<file path="src/rtl/bram_burst_reader.sv">
// Burst reader for one port of a dual-port block RAM. It fetches LEN bytes from BASE_ADDR, wrapping at the top address, and streams them out as valid/ready.
// Latency: START accepted in cycle 0, RAM_EN in cycle 1, first DVALID in cycle 3.
// Backpressure: reads are credit-limited to the 4-entry output FIFO, so DREADY low stalls RAM_EN and nothing is dropped.
module bram_burst_reader #(
    parameter int ADDR_WIDTH = 9,
    parameter int DATA_WIDTH = 8,
    parameter int LEN_WIDTH  = 10
) (
    input  logic                  clk,
    input  logic                  rst_n,
    input  logic                  start,
    input  logic [ADDR_WIDTH-1:0] base_addr,
    input  logic [LEN_WIDTH-1:0]  len,
    output logic                  busy,
    output logic                  done,
    output logic                  ram_en,
    output logic                  ram_we,
    output logic [ADDR_WIDTH-1:0] ram_addr,
    input  logic [DATA_WIDTH-1:0] ram_do,
    output logic [DATA_WIDTH-1:0] dout,
    output logic                  dvalid,
    input  logic                  dready,
    output logic                  dlast
);
    localparam logic [1:0] IDLE    = 2'd0;
    localparam logic [1:0] READ    = 2'd1;
    localparam logic [1:0] DRAIN   = 2'd2;
    localparam logic [2:0] CREDITS = 3'd4;

    logic [1:0]            state;
    logic [LEN_WIDTH-1:0]  remaining;
    logic [LEN_WIDTH-1:0]  len_q;
    logic [LEN_WIDTH-1:0]  out_cnt;
    logic                  cap_vld;
    logic [2:0]            fifo_count;
    logic                  fifo_empty;
    logic [DATA_WIDTH-1:0] head_dat;
    logic                  idle_start;
    logic                  accept;
    logic                  zero_start;
    logic                  issue;
    logic                  pop;
    logic                  last_pop;
    logic [2:0]            pending;

    assign ram_we     = 1'b0;
    assign idle_start = start & ~busy & (state == IDLE);
    assign accept     = idle_start & (len != '0);
    assign zero_start = idle_start & (len == '0);

    // Bytes already queued, being captured, or being read all hold a FIFO slot.
    assign pending = fifo_count + 3'(ram_en) + 3'(cap_vld);
    assign issue   = (state == READ) & (remaining != '0) & (pending < CREDITS);

    assign dvalid   = ~fifo_empty;
    assign dout     = fifo_empty ? '0 : head_dat;
    assign pop      = dvalid & dready;
    assign dlast    = dvalid & (out_cnt == len_q - LEN_WIDTH'(1));
    assign last_pop = pop & dlast;

    always_ff @(posedge clk or negedge rst_n) begin
        if (!rst_n) begin
            state     <= IDLE;
            busy      <= 1'b0;
            done      <= 1'b0;
            ram_en    <= 1'b0;
            ram_addr  <= '0;
            remaining <= '0;
            len_q     <= '0;
            out_cnt   <= '0;
            cap_vld   <= 1'b0;
        end else begin
            done    <= zero_start | last_pop;
            ram_en  <= accept | issue;
            cap_vld <= ram_en;
            // BUSY stays high through the DONE cycle and drops right after it.
            if (accept) begin
                busy <= 1'b1;
            end else if (done) begin
                busy <= 1'b0;
            end
            if (pop) begin
                out_cnt <= out_cnt + LEN_WIDTH'(1);
            end
            case (state)
                IDLE: begin
                    if (accept) begin
                        state     <= READ;
                        len_q     <= len;
                        remaining <= len - LEN_WIDTH'(1);
                        ram_addr  <= base_addr;
                        out_cnt   <= '0;
                    end
                end
                READ: begin
                    if (issue) begin
                        remaining <= remaining - LEN_WIDTH'(1);
                        ram_addr  <= ram_addr + ADDR_WIDTH'(1);
                    end
                    if ((remaining == '0) || (issue && (remaining == LEN_WIDTH'(1)))) begin
                        state <= DRAIN;
                    end
                end
                DRAIN: begin
                    if (last_pop) begin
                        state <= IDLE;
                    end
                end
                default: state <= IDLE;
            endcase
        end
    end

    bram_burst_fifo #(
        .WIDTH      (DATA_WIDTH),
        .DEPTH_LOG2 (2)
    ) u_fifo (
        .clk      (clk),
        .rst_n    (rst_n),
        .push     (cap_vld),
        .push_dat (ram_do),
        .pop      (pop),
        .head_dat (head_dat),
        .count    (fifo_count),
        .empty    (fifo_empty)
    );
endmodule

// Generic synchronous FIFO with the head word visible combinationally.
// Latency: a word pushed in cycle N becomes visible at the head in cycle N+1.
// Backpressure: the caller meters pushes by credits; a push while full is dropped.
module bram_burst_fifo #(
    parameter int WIDTH      = 8,
    parameter int DEPTH_LOG2 = 2
) (
    input  logic                  clk,
    input  logic                  rst_n,
    input  logic                  push,
    input  logic [WIDTH-1:0]      push_dat,
    input  logic                  pop,
    output logic [WIDTH-1:0]      head_dat,
    output logic [DEPTH_LOG2:0]   count,
    output logic                  empty
);
    localparam int DEPTH = 1 << DEPTH_LOG2;

    logic [WIDTH-1:0]      mem [DEPTH];
    logic [DEPTH_LOG2-1:0] wr_ptr;
    logic [DEPTH_LOG2-1:0] rd_ptr;
    logic                  full;
    logic                  do_push;
    logic                  do_pop;

    assign empty    = (count == '0);
    assign full     = (count == (DEPTH_LOG2 + 1)'(DEPTH));
    assign do_push  = push & ~full;
    assign do_pop   = pop & ~empty;
    assign head_dat = mem[rd_ptr];

    always_ff @(posedge clk) begin
        if (do_push) begin
            mem[wr_ptr] <= push_dat;
        end
    end

    always_ff @(posedge clk or negedge rst_n) begin
        if (!rst_n) begin
            wr_ptr <= '0;
            rd_ptr <= '0;
            count  <= '0;
        end else begin
            if (do_push) begin
                wr_ptr <= wr_ptr + DEPTH_LOG2'(1);
            end
            if (do_pop) begin
                rd_ptr <= rd_ptr + DEPTH_LOG2'(1);
            end
            count <= count + (DEPTH_LOG2 + 1)'(do_push) - (DEPTH_LOG2 + 1)'(do_pop);
        end
    end
endmodule

</file>
<file path="config.mk">
export PLATFORM = sky130hd
export DESIGN_NAME = bram_burst_reader
export DESIGN_NICKNAME = d
export VERILOG_FILES = /design/src/rtl/bram_burst_reader.sv
export SDC_FILE = /design/constraint.sdc
export NUM_CORES = 1
export LEC_CHECK = 0
export CAP_MARGIN = 20
export CORE_ASPECT_RATIO = 1.75
export CORE_MARGIN = 5
export CORE_UTILIZATION = 30
export CTS_BUF_LIST = sky130_fd_sc_hd__clkbuf_8
export CTS_CLUSTER_DIAMETER = 80
export DETAILED_ROUTE_END_ITERATION = 10
export SETUP_SLACK_MARGIN = 0.15
export SLEW_MARGIN = 20
export SYNTH_ARGS = -nofsm -noshare
export SYNTH_HDL_FRONTEND = slang
export SYNTH_SLANG_ARGS = --single-unit
</file>
<file path="constraint.sdc">
create_clock -name clk -period 6.64 [get_ports clk]
set_input_delay 1.328 -clock clk [delete_from_list [all_inputs] [get_ports clk]]
set_output_delay 1.328 -clock clk [all_outputs]
set_load 0.005 [all_outputs]
</file>
==> results of run 1 <==
## power by group through the flow
stage / combinational, mW / clock (mW) / sequential [mW]
after detailed placement: 0.846 / 0 / 0.897
after global placement: 0.819 / 0 / 0.891
after CTS: 0.851 / 0.408 / 0.887
after global routing: 0.944 / 0.432 / 0.913
after floorplan: 0.598 / 0 / 0.818
final: 0.834 / 0.394 / 0.885
## kinds of logic (layout without fill, tap and decap cells)
group                      Yosys count  in the layout  share of synthesized area [%]
and+or+nand+nor                    150            150                          17.28
DFF                                 84             84                          52.33
AOI/OAI and AO/OA                   80             80                          11.52
buffers and inverters               36             90                          3.676
xor gates and xnor gates            32             32                          6.483
adders and majority gates           14             14                          4.226
muxes                                9              9                          4.399
other                                1              1                        0.08675
## cell usage in the layout (no fill, tap or decap), types with 4 or more instances in the layout
master,count
a21oi_1,27
a31oi_1,6
and2_1,14
clkbuf_8,9
clkdlybuf4s50_1,51
dfrtp_1,52
edfxtp_1,32
ha_1,13
inv_1,17
inv_6,5
mux4_2,8
nand2_1,56
nand2b_1,5
nand3_1,13
nand4_1,7
nor2_1,27
nor3_1,6
o21ai_0,18
o22a_1,4
o22ai_1,5
or3_1,5
xnor2_1,23
xor2_1,9
## worst max-delay path by stage
stage          cells after the start          end  slack [ps]
2_1_floorplan                     10  ram_addr[4]        3630
3_3_place_gp                      10  ram_addr[7]        2710
3_5_place_dp                      10  ram_addr[7]        2630
4_1_cts                            6        dlast        2560
5_1_grt                            6        dlast        2340
6_report                           6        dlast        2600
## per-layer routing
| metal | routed length (microns) | part of all wire [%] | vias up | global-route usage (%) |
|---|---|---|---|---|
| met5 | 0 | 0 | - | 0 |
| met1 | 3582 | 36 | 1502 | 12.44 |
| met2 | 5785 | 58 | 57 | 24.10 |
| met4 | 262 | 2.6 | 0 | 5.337 |
| li1 | - | - | 1535 | - |
| met3 | 396 | 3.9 | 15 | 3.093 |
## state kept, by name, indices dropped and copies added, names as in the netlist
name,flops
ram_addr,9
cap_vld,1
u_fifo.wr_ptr,2
u_fifo.rd_ptr,2
done,1
u_fifo.count,3
busy,1
remaining,10
ram_en,1
state,2
len_q,10
out_cnt,10
u_fifo.mem,32
## per-stage QoR
step                cells  hold WS, ps  power [mW]
finish                640        434.5       2.113
global route          640        468.4       2.288
CTS                   640        450.2       2.147
detailed placement    624        428.0       1.743
global placement      624        425.4       1.710
floorplan             406        396.1       1.417
## critical path, stage by stage (launching register included)
cell and delay [ps]:
dfrtp_1 460, nor3_1 490, a21boi_0 220, o32ai_1 300, a31oi_1 120, nor2_1 210
clkdlybuf4s50_1 540
## layout make-up
cell class	count	area, sq um
fillers	1404	9081
clock inverters	7	90.09
multi-input cells	286	1904
clock buffers	9	123.9
repair buffers	55	538.0
flip-flops and latches	84	2262
inverters	19	71.32
well taps	180	225.2
==> results.txt, run 1 <==
Status -> finished clean
Post-layout util -> 36.48%
Detailed Place HPWL -> 7464 microns
Max transition margin -> 54.25%
Final #Nets -> 500
R2r worst-path depth -> 10
Internal power component -> 1.314 mW
Die area -> 0.01700 sq mm
Fmax -> 247.7 MHz
Slew Viols, Final -> 0
Via count -> 3,109
Cts hold-fix bufs -> 0
Commonest cells in the synthesized netlist -> 56 x nand2_1, 52 x dfrtp_1, 32 x edfxtp_1
Switching part of the total -> 37.82%
PnR worst setup slack -> 2603 ps
CP Class -> flop to output pin
Synth Warn # -> 0
Area leader, netlist -> dfrtp_1
Pleak -> 2.018 nW
Crit Path Max Fanout -> 6
Most used DFF post-synth -> dfrtp_1
Hold Path Class -> flop to flop
Placed inst area -> 0.005001 sq mm
1st-pass router iterations -> 4
R2r setup slk -> 3960 ps
Clock power share -> 18.6%
Synth area leaders -> dfrtp_1 30%, edfxtp_1 22%, nand2_1 4.9%
Clock skew -> 7.344 ps
Hold Vio Cnt, Final -> 0
Area share of the largest cell type after synthesis -> 30.10%
WHS Path Cells -> 0
PostCTS Resize Cnt -> 0
Final GP Congestion -> 0.7672
Setup TNS -> 0 ps
Drt total wl -> 10,030 microns
Syn Area/Cell -> 10.65 sq um
Ports -> 54
Req. time, crit path -> 5310 ps
Core area -> 0.01430 sq mm
Die Span Y -> 168.8 microns
Clock transition at path regs -> 100 ps
Psw -> 0.7991 mW
Reg-to-Reg End -> u_fifo.count[2]
Sequential element share of the synthesized area -> 52.33%
Sequential share of power -> 41.9%
Number of placement rows -> 58
Cells after Synth -> 406
Diode count -> 0
Crit. End Element -> output pin
DRC -> 0
Global route total overflow -> 0
Post-synth EDFFs -> 32
CTS Sinks -> 84
Final setup violating endpoints -> 0
Antenna-violating nets left -> 0
Initial Utilization -> 30.24%
CTS max path bufs -> 2
Initial antenna violation count -> 0
CTS tree -> built
DIE WIDTH -> 100.7 microns
Synth cell types -> 56
Wire length of the first global-routing pass -> 16,650 microns
Worst VDD drop -> 0.0001309 V
Startpoint of the worst hold path -> ram_en
Worst setup startpoint -> len_q[2]
Final min period -> 4037 ps
Reg2reg start -> u_fifo.count[1]
Post-synth ARST share -> 61.90%
Avg WL per Cell -> 15.67 microns
Finished layout cell area -> 0.005215 sq mm
Vias per inst -> 4.858
Overall Global Routing Usage -> 12.60%
Fin crit share -> 60.80%
RSZ-0062 raised after global routing -> false
CTS root buffer -> clkbuf_8
Layout cell share with drive strength beyond 1 -> 8.478%
Worst setup SP type -> flop
Syn Nets -> 451
Port-buffer cells -> 52
Largest net degree at the start of global routing -> 53
Synth Cell Area -> 0.004323 sq mm
DP Worst Slack -> 2632 ps
Syn-to-layout area delta -> 20.64%
Most frequent cell after synthesis -> nand2_1
Pwr dens -> 405.2 mW/mm^2
Max-cap violations -> 0
CTS buffer count -> 9
First DRT Iteration DRCs -> 101
CP Data Arrival Time -> 2710 ps
Yosys reg bits -> 84
Htree depth -> 3
WHS Endpoint -> cap_vld
Slew @ Worst Pin -> 686.2 ps
Worst-Skew Late Latency -> 360 ps
Combinational share of power -> 39.5%
Post-CTS setup buffer count -> 0
Number of global-route vias before repair -> 3,322
(Power assumes the default switching activity.)
==> inputs of run 2 (changes only) <==
Clock period 6.64 ns to 3.45 ns, I/O delays scaled along.
==> results.txt, run 2 (synthesized netlist as in run 1, its figures left out) <==
DIE WIDTH -> 100.7 microns (unchanged)
Cell count after placement -> 627 (+0.48%)
CP peak stage delay -> 520 ps (-20 ps)
1st-pass router iterations -> 4 (unchanged)
Final-layout fill cell count -> 1,394 (-0.71%)
Via count -> 3,181 (+2.3%)
CTS max path bufs -> 2 (unchanged)
Drt total wl -> 10,290 microns (+2.6%)
Max transition margin -> 51.66% (-2.6 points)
Max reg flops -> 32 (unchanged)
Final setup violating endpoints -> 0 (unchanged)
DRC -> 0 (unchanged)
CTS Sinks -> 84 (unchanged)
Crit. End Element -> output pin
RSZ-0062 raised after global routing -> false
Number of placement rows -> 58 (unchanged)
Wire length of the first global-routing pass -> 16,240 microns (-2.4%)
Worst setup SP type -> flop
DP Worst Slack -> 296.1 ps (-2336 ps)
PnR worst setup slack -> 301.4 ps (-2301 ps)
Die Span Y -> 168.8 microns (unchanged)
Antenna-violating nets left -> 0 (unchanged)
Global route total overflow -> 0 (unchanged)
Htree depth -> 3 (unchanged)
Final cell count without fillers -> 646 (+0.94%)
Cell at the slowest stage of the critical path -> clkdlybuf4s50_1
Slew @ Worst Pin -> 725.1 ps (+38.89 ps)
CTS buffer count -> 9 (unchanged)
CTS root buffer -> clkbuf_8
Largest net degree at the start of global routing -> 29 (-45%)
Clock skew -> 10.04 ps (+2.701 ps)
Fin crit share -> 91.26%
Max-cap violations -> 0 (unchanged)
Detailed Place HPWL -> 7706 microns (+3.2%)
Core area -> 0.01430 sq mm (unchanged)
Setup TNS -> 0 ps (unchanged)
CP Cell Sequence -> inv_1 > ha_1 > xnor2_2 > o211ai_1 > a2111oi_2 > nand4_1 > nor2_2 > clkdlybuf4s50_1
Syn-to-layout area delta -> 22.11%
Port-buffer cells -> 52 (unchanged)
Fmax -> 317.6 MHz
Diode count -> 0 (unchanged)
Pleak -> 2.049 nW (+1.6%)
Worst hold slack -> 330.7 ps (-103.8 ps)
Avg WL per Cell -> 15.92 microns (+1.6%)
Overall Global Routing Usage -> 12.30% (-0.29 points)
CP Class -> flop to output pin
Final min period -> 3149 ps
Vias per inst -> 4.924 (+1.4%)
Status -> finished clean
CP Data Arrival Time -> 2460 ps (-250 ps)
Cts hold-fix bufs -> 0 (unchanged)
Req. time, crit path -> 2760 ps (-2550 ps)
Initial Utilization -> 30.24% (unchanged)
Final GP Congestion -> 0.8012 (+4.4%)
Clock transition at path regs -> 100 ps (about the same)
Crit Path Max Fanout -> 3 (-3)
First DRT Iteration DRCs -> 113 (+12%)
Hold Path Class -> input port to asynchronous set/reset pin
Worst-Skew Late Latency -> 370 ps (about the same)
CTS tree -> built
Initial antenna violation count -> 0 (unchanged)
Number of global-route vias before repair -> 3,230 (-2.8%)
Worst VDD drop -> 0.0002303 V (+76%)
Biggest register -> u_fifo.mem
Commonest non-fill, non-tap cell in the layout -> nand2_1
Final #Nets -> 506 (+1.2%)
Highest-count cells in the layout ignoring fill and taps -> 56 x nand2_1, 52 x dfrtp_1, 51 x clkdlybuf4s50_1, 32 x edfxtp_1, 27 x a21oi_1
Hold Vio Cnt, Final -> 0 (unchanged)
Layout cell share with drive strength beyond 1 -> 10.73% (+2.3 points)
Die area -> 0.01700 sq mm (unchanged)
Ports -> 54 (unchanged)
Post-layout util -> 36.92% (+0.45 points)
Pwr dens -> 780.7 mW/mm^2 (+93%)
Slew Viols, Final -> 0 (unchanged)
==> run 2: cell types whose count changed in the layout (fill, tap and decap cells not counted), sizes merged <==
cell / previous run / this run
clkinv: 1 / 2
buf: 4 / 10
bufinv: 1 / 0
==> run 2: cell type report <==
type / instances / area, sq um / share of cell area, %
inverter: 19 / 71.32 / 1.351
clock buffer: 9 / 123.9 / 2.347
multi-input combinational: 286 / 1939 / 36.74
clock inverter: 7 / 73.82 / 1.398
sequential: 84 / 2262 / 42.85
timing repair buffer: 61 / 583.1 / 11.05
tap: 180 / 225.2 / 4.266
==> run 2: final timing paths <==
| check | startpoint | end | slack [ps] | cells past startpoint |
|---|---|---|---|---|
| min in group clk | ram_en | cap_vld | 410 | 0 |
| max in group asynchronous | rst_n | remaining[1] | 2320 | 2 |
| setup reg to reg | u_fifo.count[1] | u_fifo.count[2] | 830 | 11 |
| setup / recovery | len_q[1] | dlast | 300 | 8 |
| hold reg to reg | ram_en | cap_vld | 410 | 0 |
| hold / removal | rst_n | out_cnt[7] | 330 | 1 |
==> run 2: per-stage QoR <==
step / area, sq um / total power, mW
final: 5279 / 4.121
after global routing: 5279 / 4.426
after CTS: 5231 / 4.106
after detailed placement: 5024 / 3.377
after global placement: 5024 / 3.299
after floorplan: 4323 / 2.726
==> run 2: critical path: cells and delay by family (launching register included) <==
family                     cells  cell delay (ps)
AOI/OAI and AO/OA              2              420
and+or+nand+nor                2              340
DFF                            1              390
xor gates and xnor gates       1              140
adders and majority gates      1              210
buffers and inverters          2              590
==> run 2: what timing repair did <==
action,in CTS,in global routing
endpoints found under the setup margin,1,1
pin swaps,0,4
gates resized for setup,3,5
gates cloned,0,0
setup buffers,0,3
==> run 2: where the power goes <==
part	leakage (nW)	switching [mW]	internal, mW
logic	1.03	0.804	0.902
clock network	0.101	0.420	0.287
registers	0.915	0.383	1.32
==> run 2: layer usage <==
| layer | track usage [%] | vias up | wire length, microns |
|---|---|---|---|
| met5 | 0 | - | 0 |
| met4 | 5.572 | 0 | 295 |
| met3 | 2.515 | 17 | 320 |
| met2 | 23.16 | 52 | 5785 |
| met1 | 12.67 | 1568 | 3884 |
| li1 | - | 1544 | - |
==> inputs of run 3 (changes only) <==
Settings changed: DONT_BUFFER_PORTS set to 1.
==> results.txt, run 3 (synthesized netlist as in run 1, its figures left out) <==
Finished layout cell area -> 0.004733 sq mm (-10%)
Status -> finished clean
Pleak -> 1.826 nW (-11%)
Final-layout fill cell count -> 1,410 (+1.1%)
Initial Utilization -> 30.24% (unchanged)
Crit Path Max Fanout -> 6 (+3)
DRC -> 0 (unchanged)
Ports -> 54 (unchanged)
Slew Viols, Final -> 0 (unchanged)
Worst VDD drop -> 0.0001944 V (-16%)
Final min period -> 2949 ps (-199.1 ps)
Die area -> 0.01700 sq mm (unchanged)
Htree depth -> 3 (unchanged)
Cell at the slowest stage of the critical path -> nor3_1
Final #Nets -> 449 (-11%)
Biggest register -> u_fifo.mem
Commonest non-fill, non-tap cell in the layout -> nand2_1
Setup TNS -> 0 ps (unchanged)
Clock skew -> 9.247 ps (-0.7973 ps)
DIE WIDTH -> 100.7 microns (unchanged)
CTS tree -> built
Via count -> 2,940 (-7.6%)
Max reg flops -> 32 (unchanged)
R2r worst-path depth -> 10 (-1)
Diode count -> 0 (unchanged)
CP Data Arrival Time -> 2260 ps (-200 ps)
First DRT Iteration DRCs -> 111 (-1.8%)
Hold Vio Cnt, Final -> 0 (unchanged)
CP Cell Sequence -> nor3_1 > a21boi_0 > o32ai_1 > a31oi_1 > nor2_1
CTS root buffer -> clkbuf_8
Syn-to-layout area delta -> 9.493%
Vias per inst -> 4.992 (+1.4%)
CTS buffer count -> 9 (unchanged)
Number of global-route vias before repair -> 3,043 (-5.8%)
Top Family by Delay on Critical Path -> simple AND/OR/NAND/NOR gates
Largest net degree at the start of global routing -> 48 (+66%)
Clock transition at path regs -> 90 ps (about the same)
PostCTS Resize Cnt -> 0 (-3)
Highest-count cells in the layout ignoring fill and taps -> 56 x nand2_1, 52 x dfrtp_1, 32 x edfxtp_1, 27 x nor2_1, 27 x a21oi_1
Worst setup SP type -> flop
PnR worst setup slack -> 500.6 ps (+199.2 ps)
Die Span Y -> 168.8 microns (unchanged)
Pwr dens -> 797.8 mW/mm^2 (+2.2%)
Buf+Inv Stages, Crit Path -> 0 (-2)
Wire length of the first global-routing pass -> 15,750 microns (-3.0%)
DP Worst Slack -> 540.7 ps (+244.6 ps)
CP peak stage delay -> 490 ps (-30 ps)
Post-layout util -> 33.11% (-3.8 points)
Layout cell share with drive strength beyond 1 -> 9.291% (-1.4 points)
Max transition margin -> 43.72% (-7.9 points)
Worst-Skew Late Latency -> 350 ps (-20 ps)
Max-cap violations -> 0 (unchanged)
1st-pass router iterations -> 4 (unchanged)
Levels on crit path -> 5 (-3)
Hold Path Class -> input port to asynchronous set/reset pin
Fin crit share -> 85.49% (-5.8 points)
CTS max path bufs -> 2 (unchanged)
RSZ-0062 raised after global routing -> false
Register area -> 0.002262 sq mm (unchanged)
Slew @ Worst Pin -> 840.4 ps (+115.3 ps)
Cts hold-fix bufs -> 1 (+1)
Port-buffer cells -> 0 (-100%)
Number of placement rows -> 58 (unchanged)
Drt total wl -> 9920 microns (-3.6%)
Final GP Congestion -> 0.8045 (+0.41%)
Final setup violating endpoints -> 0 (unchanged)
Overall Global Routing Usage -> 12.04% (-0.27 points)
Core area -> 0.01430 sq mm (unchanged)
Antenna-violating nets left -> 0 (unchanged)
Global route total overflow -> 0 (unchanged)
CTS Sinks -> 84 (unchanged)
Fmax -> 339.0 MHz (+6.8%)
Area occupied by multi-input gates -> 0.001904 sq mm (-1.8%)
Avg WL per Cell -> 16.84 microns (+5.8%)
Placed inst area -> 0.004478 sq mm (-11%)
Initial antenna violation count -> 0 (unchanged)
Post-CTS setup buffer count -> 0 (unchanged)
Req. time, crit path -> 2760 ps (about the same)
CP Class -> flop to output pin
Detailed Place HPWL -> 7500 microns (-2.7%)
Crit. End Element -> output pin
==> run 3: worst register-to-register path, cell delays in order, from the launching register on <==
cell	delay, ps
dfrtp_1	460
or3_1	580
nand2_1	230
inv_2	130
ha_1	290
inv_1	60
ha_1	130
inv_1	50
fa_1	370
xnor2_1	190
xnor2_1	140
==> run 3: area by class of cell <==
class | count | area share (%)
multi-input cells | 286 | 40.23
well taps | 180 | 4.758
clock buffers | 9 | 2.617
inverters | 19 | 1.507
clock inverters | 7 | 1.983
flip-flops and latches | 84 | 47.79
repair buffers | 4 | 1.110
==> run 3: final timing paths <==
| kind | slack (ps) | from | to |
|---|---|---|---|
| min in group clk | 420 | ram_do[3] | u_fifo.mem[3][3] |
| max in group asynchronous | 2510 | rst_n | ram_addr[8] |
| max | 500 | len_q[2] | dlast |
| max reg2reg | 760 | u_fifo.count[1] | u_fifo.count[2] |
| min | 170 | rst_n | out_cnt[7] |
| min reg2reg | 470 | ram_en | cap_vld |
==> run 3: through the flow <==
stage	hold WS, ps	std cells	total power [mW]
after detailed placement	396.8	571	3.059
after global routing	156.2	589	4.088
after CTS	0.4433	588	3.824
after global placement	397.3	571	2.998
final	174.9	589	3.776
after floorplan	394.4	406	2.726
==> run 3: routing by layer <==
| layer | GRT usage, % | vias up | wire length [microns] |
|---|---|---|---|
| met3 | 3.464 | 15 | 501 |
| met5 | 0 | - | 0 |
| met4 | 5.455 | 0 | 259 |
| met2 | 23.07 | 53 | 5720 |
| met1 | 11.37 | 1441 | 3438 |
| li1 | - | 1431 | - |
==> run 3: where the power goes <==
part           internal [mW]  total (mW)  switching, mW  leakage (nW)
sequential              1.33        1.72          0.400         0.915
clock                  0.356       0.751          0.395         0.107
combinational          0.614        1.30          0.687         0.804
total                   2.29        3.78           1.48          1.83
